==> src/rtl/stream_mux_rr_pkg.sv <==
// ---------------------------------------------------------------------------
// mux_pkg
//   Shared constants and helpers for the stream_mux_rr block.
//   MODE_RR    : round-robin arbitration (rotating search start).
//   MODE_PRIO  : fixed priority, lowest channel index wins.
//   clog2_min1 : channel-index width, never narrower than one bit.
// ---------------------------------------------------------------------------
package mux_pkg;

   localparam int MODE_RR   = 0;
   localparam int MODE_PRIO = 1;

   // Index width for n channels; n=1 and n=2 both need a single bit.
   function automatic int clog2_min1(input int n);
      return (n <= 2) ? 1 : $clog2(n);
   endfunction

endpackage

==> src/rtl/stream_mux_rr_arbiter.sv <==
// ---------------------------------------------------------------------------
// rr_arbiter
//   Round-robin / fixed-priority arbiter with its own search pointer.
//   Ports:
//     clk, rst     : clock, asynchronous active-high reset
//     req[N]       : per-channel request
//     advance      : a grant was consumed this cycle; rotate the pointer
//     grant[N]     : one-hot grant (all zero when nothing requests)
//     grant_idx    : binary index of the granted channel
//     grant_valid  : at least one channel requests
// ---------------------------------------------------------------------------
module rr_arbiter
   import mux_pkg::*;
#(
   parameter int N     = 4,
   parameter int MODE  = MODE_RR,
   parameter int SEL_W = clog2_min1(N)
) (
   input  logic             clk,
   input  logic             rst,
   input  logic [N-1:0]     req,
   input  logic             advance,
   output logic [N-1:0]     grant,
   output logic [SEL_W-1:0] grant_idx,
   output logic             grant_valid
);

   logic [SEL_W-1:0] ptr;
   logic [SEL_W-1:0] ptr_next;

   // The circular search ptr..N-1,0..ptr-1 is split into two linear passes:
   // first the channels at or above ptr, then wrap to the bottom. In fixed
   // priority mode the first pass covers every channel, starting at 0.
   always_comb begin
      grant       = '0;
      grant_idx   = '0;
      grant_valid = 1'b0;
      for (int unsigned i = 0; i < N; i++) begin
         if (!grant_valid && req[i] && (MODE == MODE_PRIO || i >= 32'(ptr))) begin
            grant       = '0;
            grant[i]    = 1'b1;
            grant_idx   = SEL_W'(i);
            grant_valid = 1'b1;
         end
      end
      for (int unsigned i = 0; i < N; i++) begin
         if (!grant_valid && req[i]) begin
            grant       = '0;
            grant[i]    = 1'b1;
            grant_idx   = SEL_W'(i);
            grant_valid = 1'b1;
         end
      end
   end

   // Next search start is the channel after the winner, wrapping at N-1.
   always_comb begin
      if (grant_idx == SEL_W'(N - 1)) begin
         ptr_next = '0;
      end else begin
         ptr_next = grant_idx + SEL_W'(1);
      end
   end

   // Pointer only moves on a real transfer; idle cycles leave it alone.
   always_ff @(posedge clk or posedge rst) begin
      if (rst) begin
         ptr <= '0;
      end else if (MODE == MODE_RR && advance && grant_valid) begin
         ptr <= ptr_next;
      end
   end

endmodule

==> src/rtl/stream_mux_rr.sv <==
// ---------------------------------------------------------------------------
// stream_mux_rr
//   N-channel valid/ready stream multiplexer with round-robin (MODE=0) or
//   fixed-priority (MODE=1) arbitration and a registered output stage.
//   Ports:
//     clk        : clock, rising edge
//     rst        : asynchronous active-high reset
//     in_valid   : per-channel valid
//     in_data    : channel i at bits [i*WIDTH +: WIDTH]
//     in_ready   : per-channel ready, one-hot or zero (combinational)
//     out_valid  : output register holds a beat
//     out_data   : registered data
//     out_sel    : channel that sourced out_data
//     out_ready  : consumer accepts the current beat
// ---------------------------------------------------------------------------
module stream_mux_rr
   import mux_pkg::*;
#(
   parameter int WIDTH = 64,
   parameter int N     = 4,
   parameter int SEL_W = clog2_min1(N),
   parameter int MODE  = MODE_RR
) (
   input  logic               clk,
   input  logic               rst,
   input  logic [N-1:0]       in_valid,
   input  logic [N*WIDTH-1:0] in_data,
   output logic [N-1:0]       in_ready,
   output logic               out_valid,
   output logic [WIDTH-1:0]   out_data,
   output logic [SEL_W-1:0]   out_sel,
   input  logic               out_ready
);

   logic             load;
   logic             xfer;
   logic [N-1:0]     grant;
   logic [SEL_W-1:0] grant_idx;
   logic             grant_valid;
   logic [WIDTH-1:0] sel_data;

   // Output register may be (re)loaded when empty or being drained this cycle.
   assign load = !out_valid || out_ready;

   // rst gating keeps ready low during reset even though out_valid=0 then
   // makes load true.
   assign in_ready = (load && !rst) ? grant : '0;
   assign xfer     = load && grant_valid && !rst;

   rr_arbiter #(
      .N     (N),
      .MODE  (MODE),
      .SEL_W (SEL_W)
   ) u_arb (
      .clk         (clk),
      .rst         (rst),
      .req         (in_valid),
      .advance     (xfer),
      .grant       (grant),
      .grant_idx   (grant_idx),
      .grant_valid (grant_valid)
   );

   // AND-OR select driven by the one-hot grant.
   always_comb begin
      sel_data = '0;
      for (int unsigned i = 0; i < N; i++) begin
         if (grant[i]) begin
            sel_data = in_data[i*WIDTH +: WIDTH];
         end
      end
   end

   // Data and index hold when the register empties, only valid drops.
   always_ff @(posedge clk or posedge rst) begin
      if (rst) begin
         out_valid <= 1'b0;
         out_data  <= '0;
         out_sel   <= '0;
      end else if (load) begin
         if (grant_valid) begin
            out_valid <= 1'b1;
            out_data  <= sel_data;
            out_sel   <= grant_idx;
         end else begin
            out_valid <= 1'b0;
         end
      end
   end

endmodule

==> config.mk <==
export PLATFORM = sky130hd
export DESIGN_NAME = stream_mux_rr
export DESIGN_NICKNAME = d
export VERILOG_FILES = /design/src/rtl/stream_mux_rr_pkg.sv /design/src/rtl/stream_mux_rr_arbiter.sv /design/src/rtl/stream_mux_rr.sv
export SDC_FILE = /design/constraint.sdc
export NUM_CORES = 1
export LEC_CHECK = 0
export CAP_MARGIN = 20
export CELL_PAD_IN_SITES_DETAIL_PLACEMENT = 0
export CELL_PAD_IN_SITES_GLOBAL_PLACEMENT = 1
export CORE_MARGIN = 5
export CORE_UTILIZATION = 29
export CTS_BUF_LIST = sky130_fd_sc_hd__clkbuf_4 sky130_fd_sc_hd__clkbuf_8 sky130_fd_sc_hd__clkbuf_16
export DETAILED_ROUTE_END_ITERATION = 8
export PLACE_DENSITY_LB_ADDON = 0.25
export SETUP_SLACK_MARGIN = 0.05
export SLEW_MARGIN = 20
export SYNTH_ARGS = -nofsm -noshare
export SYNTH_HDL_FRONTEND = slang
export SYNTH_HIERARCHICAL = 1
export SYNTH_SLANG_ARGS = --single-unit
export TNS_END_PERCENT = 5
==> constraint.sdc <==
create_clock -name clk -period 8.9 [get_ports clk]
set_clock_uncertainty 0.05 [all_clocks]
set_input_delay 1.78 -clock clk [delete_from_list [all_inputs] [get_ports clk]]
set_output_delay 1.78 -clock clk [all_outputs]
set_load 0.03 [all_outputs]
==> impl_metrics.json <==
{
  "final_nets": 1123,
  "die_h_um": 149,
  "max_freq_ghz": 0.158,
  "clock_sinks": 69,
  "synth_compound_area_frac": 0.336,
  "setup_viol": 0,
  "r2r_end": "out_data[16]",
  "grtUsageTotal": 0.204,
  "die_x_um": 149,
  "outcome": "complete, no violations",
  "clk_path_buf_depth": 2,
  "numCtsBuffers": 9,
  "drc": 0,
  "max_stage_delay_ns": 0.69,
  "fp.dieArea_um2": 22300,
  "tns_ns": 0,
  "clk_latency_ns": 0.34,
  "slew_headroom": 0.280,
  "hold_depth": 1,
  "synth_fa_ha_area_frac": 0,
  "vias_per_cell": 5.29,
  "slew_violations": 0,
  "min_from": "out_sel[0]",
  "cellLeakagePower_nw": 3.43,
  "gp_congestion": 0.884,
  "cts_tree": "done",
  "rr_startpoint": "u_arb/ptr[1]",
  "vias": 5983,
  "synth_xor_area_frac": 0,
  "grt_pass1_vias": 6422,
  "drv_cap": 0,
  "syn_avg_cell_area_um2": 9.65,
  "synth_top_family_by_area": "compound AO/OA/AOI/OAI gates",
  "root_buffer": "clkbuf_16",
  "reg2reg_depth": 7,
  "synth_simple_gate_area_frac": 0.229,
  "drt_iter0_markers": 263,
  "first_pass_iters": 4,
  "postCtsSetupRepairBufs": 0,
  "coreArea_um2": 19300,
  "post_synth_mux_area_share": 0.00535,
  "slowest_stage": "clkdlybuf4s50_1",
  "synth_top_area_frac": 0.307,
  "dp.final_hpwl_mm": 17.0,
  "ant_nets": 0,
  "synth_area_leaders": "dfrtp_1, a221oi_2, o221ai_2",
  "ios": 334,
  "cp.arrival_ns": 4.51,
  "layout_min_cycle_time_ns": 6.34,
  "initial_core_util": 0.292,
  "hold_slack_ns": 0.486,
  "endpoint_kind": "output port",
  "hold_buffers": 0,
  "crit_fanout": 67,
  "io_buffers": 333,
  "critPathKind": "input port to output port",
  "hold_viol": 0,
  "grt_max_degree": 68,
  "gr-total-overflow": 0,
  "hold_path_end": "out_sel[0]",
  "crit_top_cell": "clkdlybuf4s50_1",
  "syn-cell-area_um2": 5620,
  "cp_data_required_time_ns": 7.07,
  "reg2reg_slack_ns": 5.11,
  "worstSetupStartpointType": "input port",
  "p_per_area_nw_per_um2": 199,
  "synthFlopType": "dfrtp_1",
  "worst_pin_slew_ns": 1.08,
  "synth-edff-count": 0,
  "wirelength_mm": 23.9,
  "path_cells": "clkdlybuf4s50_1 -> nor2_1 -> o21ai_0 -> nand2_4 -> and3_1 -> clkdlybuf4s50_1",
  "finalCoreUtilization": 0.480,
  "grt_pass1_wl_mm": 35.9,
  "rsz0062_at_grt": "no",
  "ys_seq_area_frac": 0.307,
  "ys_types": 34,
  "clk_pin_slew_worst_paths_ns": 0.05,
  "netlist.top_cell.by_area": "dfrtp_1",
  "hp-class": "flop to flop",
  "peakVddDrop_v": 0.000102,
  "syn-num-nets": 845,
  "antenna_found_initial": 1,
  "syn_to_final_growth_pct": 64.6,
  "synth-seq-cells": 69,
  "period_share": 0.712,
  "synth_cells": 582,
  "wl_per_cell_um": 21.1,
  "async_flop_share": 1.00,
  "yosysWarnings": 6,
  "drive_gt1_frac": 0.161,
  "ctsHtreeMaxLevel": 3,
  "fp-row-count": 51,
  "cts-resized-gates": 0
}
layout make-up:
| cell class | instances | area [um2] |
|---|---|---|
| Clock inverter | 4 | 22.5 |
| Inverter | 69 | 262 |
| Clock buffer | 12 | 260 |
| Tap cell | 265 | 332 |
| Sequential cell | 69 | 1730 |
| Antenna cell | 1 | 2.50 |
| Multi-Input combinational cell | 369 | 3240 |
| Fill cell | 1864 | 10000 |
| Timing Repair Buffer | 342 | 3400 |
Yosys cell counts, drive strengths merged (6+ instances only):
master,count
dfrtp,69
and3,6
a21oi,6
nand3,64
o221ai,64
clkbuf,27
nand2b,66
a221oi,64
nand4,64
inv,69
buf,48
sequential cells by signal, summed over array words and instances (netlist names):
| signal | flops |
|---|---|
| out_data | 64 |
| out_sel | 2 |
| u_arb/ptr | 2 |
| out_valid | 1 |
report_power, final:
group | total [mW] | internal, mW | switching, mW
Combinational | 1.03 | 0.458 | 0.577
Clock | 0.346 | 0.206 | 0.140
Sequential | 0.463 | 0.407 | 0.0557
routing by layer:
| metal | GRT usage | share of wire | routed length, um |
|---|---|---|---|
| met1 | 0.246 | 0.40 | 9640 |
| met2 | 0.358 | 0.50 | 11900 |
| met3 | 0.0529 | 0.077 | 1840 |
| met4 | 0.0577 | 0.020 | 475 |
| met5 | 0 | 0 | 0 |
critical path, delay by kind of cell:
kind,cells,cell delay (ns)
AOI/OAI and AO/OA,1,0.38
buffers and inverters,2,1.28
and+or+nand+nor,3,1.04
worst max path at each step:
stage,startpoint,endpoint,slack (ns),cells past startpoint
final,in_valid[0],in_ready[2],2.56,6
after CTS,in_valid[0],in_ready[2],2.52,6
after floorplan,rst,in_ready[0],3.32,2
after global placement,in_valid[2],in_ready[2],2.58,6
after detailed placement,in_valid[0],in_ready[2],2.54,6
after global routing,in_valid[2],in_ready[2],2.38,6
placed cells by master, fill, tap and decap left out, types with 2 or more instances in the layout:
master / count
o21ai_0: 5
a21oi_1: 5
or2b_1: 3
clkdlybuf4s50_1: 333
inv_1: 66
nand4_1: 64
o221ai_1: 24
o211ai_1: 2
nand2b_1: 65
clkbuf_16: 9
a221oi_1: 4
dfrtp_1: 69
buf_4: 9
nand2_1: 2
nor2b_4: 2
clkinv_2: 5
mux2_4: 2
nor2b_1: 3
o41a_1: 2
nand3_1: 64
and3_1: 5
o221ai_2: 40
nor2_1: 4
clkbuf_8: 2
a221oi_2: 60
cells by family (layout without fill, tap and decap cells):
group,Yosys count,count (layout)
and+or+nand+nor,219,219
AOI/OAI and AO/OA,148,148
buffers and inverters,144,427
DFF,69,69
muxes,2,2
other,0,1
metrics by stage:
step	instance area (um2)	instances	power, mW	setup WS (ns)
4_1_cts	9240	1130	1.87	2.52
3_5_place_dp	8960	1114	1.51	2.54
6_report	9250	1131	1.84	2.56
5_1_grt	9250	1131	1.94	2.38
3_3_place_gp	8960	1114	1.50	2.58
2_1_floorplan	5620	582	1.09	3.32
No activity file was read; power rests on OpenSTA's default activity.
